## src/rtl/tron_pkg.sv

```systemverilog
// tron_pkg: shared constants for the tron tile map.
// Holds the glyph codes, the heading encoding, the map geometry
// defaults and the tile address helper.
package tron_pkg;

  // Map geometry defaults
  localparam logic [15:0] TRON_BASE = 16'd40000;
  localparam int          TRON_COLS = 160;
  localparam int          TRON_ROWS = 120;

  // Heading encoding as it arrives on req_dir
  typedef enum logic [1:0] {
    DIR_UP    = 2'b00,
    DIR_DOWN  = 2'b01,
    DIR_LEFT  = 2'b10,
    DIR_RIGHT = 2'b11
  } dirT;

  // Glyph codes live in 0..59
  typedef logic [5:0] glyphT;

  localparam glyphT GLYPH_EMPTY = 6'd0;

  // Blue set
  localparam glyphT GLYPH_BLUE_TRAIL_H = 6'd3;
  localparam glyphT GLYPH_BLUE_TRAIL_V = 6'd4;
  localparam glyphT GLYPH_BLUE_RD_UL   = 6'd6;
  localparam glyphT GLYPH_BLUE_RU_DL   = 6'd7;
  localparam glyphT GLYPH_BLUE_LD_UR   = 6'd8;
  localparam glyphT GLYPH_BLUE_LU_DR   = 6'd9;
  localparam glyphT GLYPH_BLUE_BIKE_H  = 6'd11;
  localparam glyphT GLYPH_BLUE_BIKE_V  = 6'd21;

  // Yellow set
  localparam glyphT GLYPH_YEL_TRAIL_H  = 6'd34;
  localparam glyphT GLYPH_YEL_TRAIL_V  = 6'd35;
  localparam glyphT GLYPH_YEL_RD_UL    = 6'd37;
  localparam glyphT GLYPH_YEL_RU_DL    = 6'd38;
  localparam glyphT GLYPH_YEL_LD_UR    = 6'd39;
  localparam glyphT GLYPH_YEL_LU_DR    = 6'd40;
  localparam glyphT GLYPH_YEL_BIKE_H   = 6'd41;
  localparam glyphT GLYPH_YEL_BIKE_V   = 6'd51;

  // Word address of a map cell, 16-bit wraparound. The 160-wide map uses
  // the shift-add form so no multiplier is needed.
  function automatic logic [15:0] tileAddr(input logic [15:0] base,
                                           input logic [7:0]  row,
                                           input logic [7:0]  col,
                                           input int          cols);
    logic [15:0] rowW;
    logic [15:0] rowOff;
    rowW = {8'd0, row};
    if (cols == 160) rowOff = (rowW << 7) + (rowW << 5);
    else             rowOff = rowW * 16'(cols);
    return base + rowOff + {8'd0, col};
  endfunction

endpackage

```

## src/rtl/tile_glyph_sel.sv

```systemverilog
// tile_glyph_sel: picks the trail glyph left behind at the old cell and the
// bike glyph drawn at the new cell from player and old/new heading.
module tile_glyph_sel
  import tron_pkg::*;
(
  input  logic       player,
  input  logic [1:0] oldDir,
  input  logic [1:0] newDir,
  output glyphT      trailGlyph,
  output glyphT      bikeGlyph
);

  typedef enum logic [2:0] {
    K_V, K_H, K_RD_UL, K_RU_DL, K_LD_UR, K_LU_DR
  } kindT;

  kindT trailKind;

  // Classify the turn; same axis (straight or reversal) keeps the old axis
  always_comb begin
    trailKind = K_H;
    if (oldDir[1] == newDir[1]) begin
      trailKind = oldDir[1] ? K_H : K_V;
    end else begin
      case ({oldDir, newDir})
        {DIR_RIGHT, DIR_DOWN}, {DIR_UP, DIR_LEFT}:   trailKind = K_RD_UL;
        {DIR_RIGHT, DIR_UP},   {DIR_DOWN, DIR_LEFT}: trailKind = K_RU_DL;
        {DIR_LEFT, DIR_DOWN},  {DIR_UP, DIR_RIGHT}:  trailKind = K_LD_UR;
        {DIR_LEFT, DIR_UP},    {DIR_DOWN, DIR_RIGHT}: trailKind = K_LU_DR;
        default:                                     trailKind = K_H;
      endcase
    end
  end

  // Map the turn class and heading onto the player's glyph set
  always_comb begin
    trailGlyph = GLYPH_EMPTY;
    case (trailKind)
      K_V:     trailGlyph = player ? GLYPH_YEL_TRAIL_V : GLYPH_BLUE_TRAIL_V;
      K_H:     trailGlyph = player ? GLYPH_YEL_TRAIL_H : GLYPH_BLUE_TRAIL_H;
      K_RD_UL: trailGlyph = player ? GLYPH_YEL_RD_UL   : GLYPH_BLUE_RD_UL;
      K_RU_DL: trailGlyph = player ? GLYPH_YEL_RU_DL   : GLYPH_BLUE_RU_DL;
      K_LD_UR: trailGlyph = player ? GLYPH_YEL_LD_UR   : GLYPH_BLUE_LD_UR;
      K_LU_DR: trailGlyph = player ? GLYPH_YEL_LU_DR   : GLYPH_BLUE_LU_DR;
      default: trailGlyph = GLYPH_EMPTY;
    endcase
    if (newDir[1]) bikeGlyph = player ? GLYPH_YEL_BIKE_H : GLYPH_BLUE_BIKE_H;
    else           bikeGlyph = player ? GLYPH_YEL_BIKE_V : GLYPH_BLUE_BIKE_V;
  end

endmodule

```

## src/rtl/tile_writer.sv

```systemverilog
// tile_writer: turns bike move requests into tile-map writes (trail glyph at
// the previous cell, bike glyph at the new cell), one word per cycle.
// Optional feature: define TILE_WRITER_CLEAR_EN to build the CLEAR command,
// which blanks the whole map and forgets both bikes.
module tile_writer
  import tron_pkg::*;
#(
  parameter logic [15:0] BASE = TRON_BASE,
  parameter int          COLS = TRON_COLS,
  parameter int          ROWS = TRON_ROWS
) (
  input  logic        clk,
  input  logic        reset,
  input  logic        req_valid,
  output logic        req_ready,
  input  logic        req_player,
  input  logic [7:0]  req_col,
  input  logic [7:0]  req_row,
  input  logic [1:0]  req_dir,
  input  logic        clear_req,
  output logic        busy,
  output logic        done,
  output logic        err,
  output logic [15:0] mem_addr,
  output logic [15:0] mem_wdata,
  output logic        mem_we
);

  typedef enum logic [1:0] {
    IDLE     = 2'd0,
    WR_TRAIL = 2'd1,
    WR_BIKE  = 2'd2
`ifdef TILE_WRITER_CLEAR_EN
    , CLEAR  = 2'd3
`endif
  } stateT;

  stateT       stateReg, stateNext;
  logic [15:0] addrReg, addrNext;
  logic [15:0] wdataReg, wdataNext;
  logic        errReg, errNext;

  // Request captured at accept, used for the rest of the move
  logic        curPlayerReg;
  logic [7:0]  curColReg, curRowReg;
  logic [1:0]  curDirReg;

  // Per-player history
  logic        validReg [2];
  logic [7:0]  colReg   [2];
  logic [7:0]  rowReg   [2];
  logic [1:0]  dirReg   [2];

  logic        clearAccept, accept, outOfRange, playerValid, completeMove;
  logic        selPlayer;
  logic [7:0]  selCol, selRow;
  logic [1:0]  selDir, oldDir;
  logic [15:0] trailAddr, bikeAddr;
  glyphT       trailGlyph, bikeGlyph;

`ifdef TILE_WRITER_CLEAR_EN
  localparam int          CELLS     = COLS * ROWS;
  localparam logic [14:0] LAST_CELL = 15'(CELLS - 1);
  logic [14:0] clearCntReg, clearCntNext;
`else
  logic unusedClearReq;
  assign unusedClearReq = clear_req;
`endif

  // Clear wins over a move request arriving in the same IDLE cycle
  always_comb begin
    clearAccept = 1'b0;
`ifdef TILE_WRITER_CLEAR_EN
    clearAccept = (stateReg == IDLE) && clear_req;
`endif
  end

  assign req_ready    = (stateReg == IDLE) && !clearAccept;
  assign accept       = req_valid && req_ready;
  assign outOfRange   = (int'(req_col) >= COLS) || (int'(req_row) >= ROWS);
  assign playerValid  = validReg[req_player];
  assign completeMove = (stateReg == WR_BIKE);

  // Live request while idle, latched request once a move is under way
  always_comb begin
    selPlayer = curPlayerReg;
    selCol    = curColReg;
    selRow    = curRowReg;
    selDir    = curDirReg;
    if (stateReg == IDLE) begin
      selPlayer = req_player;
      selCol    = req_col;
      selRow    = req_row;
      selDir    = req_dir;
    end
  end

  assign oldDir    = dirReg[selPlayer];
  assign trailAddr = tileAddr(BASE, rowReg[req_player], colReg[req_player], COLS);
  assign bikeAddr  = tileAddr(BASE, selRow, selCol, COLS);

  tile_glyph_sel uGlyph (
    .player     (selPlayer),
    .oldDir     (oldDir),
    .newDir     (selDir),
    .trailGlyph (trailGlyph),
    .bikeGlyph  (bikeGlyph)
  );

  // Next state and the next registered write word (zero when not writing)
  always_comb begin
    stateNext = stateReg;
    addrNext  = '0;
    wdataNext = '0;
    errNext   = 1'b0;
`ifdef TILE_WRITER_CLEAR_EN
    clearCntNext = clearCntReg;
`endif
    case (stateReg)
      IDLE: begin
`ifdef TILE_WRITER_CLEAR_EN
        if (clearAccept) begin
          stateNext    = CLEAR;
          addrNext     = BASE;
          wdataNext    = 16'(GLYPH_EMPTY);
          clearCntNext = '0;
        end else
`endif
        if (accept) begin
          if (outOfRange) begin
            errNext = 1'b1;
          end else if (playerValid) begin
            stateNext = WR_TRAIL;
            addrNext  = trailAddr;
            wdataNext = 16'(trailGlyph);
          end else begin
            stateNext = WR_BIKE;
            addrNext  = bikeAddr;
            wdataNext = 16'(bikeGlyph);
          end
        end
      end
      WR_TRAIL: begin
        stateNext = WR_BIKE;
        addrNext  = bikeAddr;
        wdataNext = 16'(bikeGlyph);
      end
      WR_BIKE: begin
        stateNext = IDLE;
      end
`ifdef TILE_WRITER_CLEAR_EN
      CLEAR: begin
        if (clearCntReg == LAST_CELL) begin
          stateNext = IDLE;
        end else begin
          clearCntNext = clearCntReg + 15'd1;
          addrNext     = addrReg + 16'd1;
          wdataNext    = 16'(GLYPH_EMPTY);
        end
      end
`endif
      default: stateNext = IDLE;
    endcase
  end

  // State, write port and error pulse registers
  always_ff @(posedge clk or posedge reset) begin
    if (reset) begin
      stateReg <= IDLE;
      addrReg  <= '0;
      wdataReg <= '0;
      errReg   <= 1'b0;
    end else begin
      stateReg <= stateNext;
      addrReg  <= addrNext;
      wdataReg <= wdataNext;
      errReg   <= errNext;
    end
  end

`ifdef TILE_WRITER_CLEAR_EN
  // Clear sweep cell counter
  always_ff @(posedge clk or posedge reset) begin
    if (reset) clearCntReg <= '0;
    else       clearCntReg <= clearCntNext;
  end
`endif

  // Capture the request on accept
  always_ff @(posedge clk or posedge reset) begin
    if (reset) begin
      curPlayerReg <= 1'b0;
      curColReg    <= '0;
      curRowReg    <= '0;
      curDirReg    <= '0;
    end else if (accept) begin
      curPlayerReg <= req_player;
      curColReg    <= req_col;
      curRowReg    <= req_row;
      curDirReg    <= req_dir;
    end
  end

  generate
    for (genvar gi = 0; gi < 2; gi++) begin : gPlayer
      // Commit the finished move into this player's history; clear forgets it
      always_ff @(posedge clk or posedge reset) begin
        if (reset) begin
          validReg[gi] <= 1'b0;
          colReg[gi]   <= '0;
          rowReg[gi]   <= '0;
          dirReg[gi]   <= '0;
        end else if (clearAccept) begin
          validReg[gi] <= 1'b0;
        end else if (completeMove && (curPlayerReg == 1'(gi))) begin
          validReg[gi] <= 1'b1;
          colReg[gi]   <= curColReg;
          rowReg[gi]   <= curRowReg;
          dirReg[gi]   <= curDirReg;
        end
      end
    end
  endgenerate

  assign busy      = (stateReg != IDLE);
  assign mem_we    = (stateReg != IDLE);
  assign mem_addr  = addrReg;
  assign mem_wdata = wdataReg;
  assign err       = errReg;
`ifdef TILE_WRITER_CLEAR_EN
  assign done = (stateReg == WR_BIKE) ||
                ((stateReg == CLEAR) && (clearCntReg == LAST_CELL));
`else
  assign done = (stateReg == WR_BIKE);
`endif

endmodule

```

## config.mk

```make
export PLATFORM = sky130hd
export DESIGN_NAME = tile_writer
export DESIGN_NICKNAME = d
export VERILOG_FILES = /design/src/rtl/tron_pkg.sv /design/src/rtl/tile_glyph_sel.sv /design/src/rtl/tile_writer.sv
export SDC_FILE = /design/constraint.sdc
export NUM_CORES = 1
export LEC_CHECK = 0
export CAP_MARGIN = 20
export CORE_ASPECT_RATIO = 1.75
export CORE_UTILIZATION = 50
export DETAILED_ROUTE_END_ITERATION = 16
export PLACE_DENSITY = 0.72
export SETUP_SLACK_MARGIN = 0.2
export SLEW_MARGIN = 30
export SYNTH_ARGS = -nofsm -noshare
export SYNTH_HDL_FRONTEND = slang
export SYNTH_SLANG_ARGS = --single-unit
```

## constraint.sdc

```tcl
create_clock -name clk -period 4.2 [get_ports clk]
set_clock_uncertainty 0.1 [all_clocks]
set_input_delay 0.63 -clock clk [delete_from_list [all_inputs] [get_ports clk]]
set_output_delay 0.63 -clock clk [all_outputs]
set_load 0.005 [all_outputs]
```

==> summary.md <==
| Metric | Value |
|---|---|
| Outcome | complete, no violations |
| Syn Area/Cell | 11.4 sq um |
| Layout cells sized above 1 | 20.4% |
| Core Area | 9090 sq um |
| TritonCTS Sinks | 82 |
| Initial core utilization | 51.8% |
| Max Slew Vio Count | 0 |
| Endpoints failing hold | 0 |
| FFs w/ async S/R, synth | 100% |
| Die height | 130 microns |
| Fmax | 265 MHz |
| Final WS setup | roughly 430 ps |
| Crit path arrival time | 3890 ps |
| DP Worst Slack | 184 ps |
| Dpl hpwl | 7570 microns |
| Largest stage delay, worst path | 570 ps |
| Vias | 3,265 |
| Total Power | 4.15 mW |
| Top-Level Pins | 60 |
| Critical Path End Type | flip-flop |
| Port Buffers | between 40 and 50 |
| EDFF count, synth | 0 |
| Worst hold-check path type | reg2reg |
| Total die area | between 9000 and 10,000 sq um |
| Synth Instances | 415 |
| CP max FO | 9 |
| Seq cells post-synth | 82 |
| Clock tree buffer depth | 2 |
| DRT antenna net count | 0 |
| Routed WL | slightly above 10,000 microns |
| # DRC | 0 |
| Area Overhead vs Synth | 19.3% |
| Total CTS buffers | 9 |
| Req. time, crit path | 4320 ps |
| Remaining global-route overflow | 0 |
| Drt pass-1 iters | 4 |
| Post-CTS Setup Bufs | 0 |
| Root Buffer | clkbuf_16 |
| Fillers | 796 |
| GPL Wtd Cong | 0.914 |
| Cells after DPL | a little under 600 |
| RSZ-0062 raised after global routing | no |
| # rows | 46 |
| Synth Warn # | 0 |
| Worst-path clk slew | 70 ps |
| CTS tree | done |
| Cell Pwr Density | roughly 740 nW/um^2 |
| Wirelength per Cell | about 17 microns |
| H-tree depth | 3 |
| Initial antenna violation count | 0 |
| Fin crit period | 3770 ps |
| Pleak | 2.66 nW |
| Final cell count without fillers | a little under 600 |
| Maxcap violations | 0 |
| Pin count of the biggest net entering global routing | 61 |
| Most common flop cell mapped by yosys | dfrtp_1 |
| TNS Setup | 0 ps |
| Post-cts resize count | 0 |
| Post-CTS Hold Buffers | 0 |
| NumNets Final | 532 |
| Vias in the first global route | 3,463 |
| Fin crit share | 89.8% |
| Worst slew pin tran | 928 ps |
| Synth Cell Area | 4710 sq um |
| Die Width | 75.4 microns |
| Crit-path cells | nor2_2 -> mux2i_1 -> fa_1 -> inv_1 -> fa_1 -> a21o_1 -> a21oi_1 -> o21ai_0 -> o41ai_1 -> xnor2_1 -> o22ai_1 |
| Yosys cell types | 48 |
| Worst skew pair latency | 350 ps |
| WS Path Type | reg2reg |
| GRT Total Usage | 23.1% |
| Peak supply drop | 0.345 mV |
| Slowest stage cell, crit path | fa_1 |
| Vias per inst | between 5 and 6 |
| Slew headroom | 38.0% |
| Startpoint Class | flip-flop |
| DR iter-0 viols | around 160 |
| Global-route wire length before repair | 16,400 microns |
| Ant diodes | 0 |
| Most used cell, CP | fa_1 |
| Final setup fails | 0 |
| Seq/Total Area, Yosys | 43.6% |
cells by family after synthesis:
kind of cell | synth area share, %
AOI/OAI and AO/OA | 8.69
xor gates and xnor gates | 2.42
adders and majority gates | 10.7
buffers and inverters | 6.03
DFF | 43.6
muxes | 21.8
other | 0.0796
and+or+nand+nor | 6.67
per-layer routing:
| layer | global-route usage, % | vias up | routed length, microns | part of all wire, % |
|---|---|---|---|---|
| met5 | 0 | - | 0 | 0 |
| met4 | 11.9 | 0 | 325 | 3.2 |
| met3 | 3.30 | 28 | 244 | 2.4 |
| met2 | 42.3 | 71 | 5730 | 57 |
| met1 | 24.8 | 1613 | 3820 | 38 |
| li1 | - | 1553 | - | - |
through the flow:
step	hold slack [ps]	cell area [sq um]	util (%)
6_report	395	5620	61.8
5_1_grt	406	5620	61.8
4_1_cts	396	5620	61.8
3_5_place_dp	380	5330	58.6
3_3_place_gp	366	5320	58.5
2_1_floorplan	351	4740	-
critical path: cells and delay by family (launching register included):
kind	cells	cell delay [ps]
muxes	1	270
AOI/OAI and AO/OA	5	1020
DFF	1	460
adders and majority gates	2	1050
buffers and inverters	1	70
xor gates and xnor gates	1	160
and+or+nand+nor	1	500
layout by cell type, fill, tap and decap left out, types with 8 or more instances in the layout:
cell	netlist	layout
clkdlybuf4s50_1	0	48
inv_1	39	38
buf_4	11	11
clkbuf_16	0	9
o22ai_1	11	11
mux2_2	66	66
nor3_1	8	8
ha_1	34	34
o21ai_0	9	9
conb_1	1	10
dfrtp_1	82	82
nand2_1	15	15
nor2_1	14	14
mux2i_1	27	27
a21oi_1	9	9
flip-flops by register name, indices dropped and copies added (netlist names):
signal	count
rowReg	16
mem_wdata	6
dirReg	4
curRowReg	8
curColReg	8
mem_addr	16
stateReg	2
curDirReg	2
colReg	16
validReg	2
curPlayerReg	1
err	1
layout make-up:
class / instances / area [sq um] / share of cell area, %
clock buffers: 11 / 233 / 4.14
clock inverters: 5 / 62.6 / 1.11
inverters: 39 / 151 / 2.69
multi-input cells: 280 / 2410 / 42.9
flip-flops and latches: 82 / 2050 / 36.5
well taps: 120 / 150 / 2.67
repair buffers: 59 / 563 / 10.0
cells in the mapped netlist, types with 2 or more instances:
cell type / n / area [sq um]
o31ai_1: 3 / 22.5
nor4_1: 2 / 12.5
buf_2: 2 / 10.0
o41ai_1: 2 / 17.5
buf_4: 11 / 82.6
nand2b_1: 5 / 31.3
a21oi_1: 9 / 45.0
or3_1: 2 / 12.5
inv_1: 39 / 146
o211ai_1: 3 / 22.5
o22ai_1: 11 / 68.8
o21a_1: 2 / 15.0
xnor2_1: 7 / 61.3
o21ai_1: 2 / 10.0
nor2b_1: 4 / 25.0
a22o_1: 2 / 17.5
fa_1: 4 / 80.1
xor2_1: 6 / 52.6
o21ai_0: 9 / 45.0
o21bai_1: 4 / 30.0
dfrtp_1: 82 / 2050
mux2i_1: 27 / 270
nand2_1: 15 / 56.3
a21o_1: 5 / 37.5
and2_1: 3 / 18.8
nand3_1: 7 / 35.0
nor3_1: 8 / 40.0
clkbuf_1: 8 / 30.0
mux2_2: 66 / 743
nor2_1: 14 / 52.6
ha_1: 34 / 425
power breakdown:
part           total [mW]  internal [mW]  switching [mW]
combinational        2.11           1.05            1.06
sequential           1.25           1.08           0.168
clock               0.789          0.465           0.324
final timing paths:
check / startpoint / to / slack, ps / depth (start not counted)
max: stateReg[0] / mem_addr[14] / 430 / 11
max in group asynchronous: reset / rowReg[3] / 2690 / 3
min reg2reg: validReg[1] / validReg[1] / 390 / 1
max reg2reg: stateReg[0] / mem_addr[14] / 430 / 11
min: validReg[1] / validReg[1] / 390 / 1
min in group asynchronous: reset / mem_addr[1] / 580 / 2
Power figures use the tool's default switching activity.
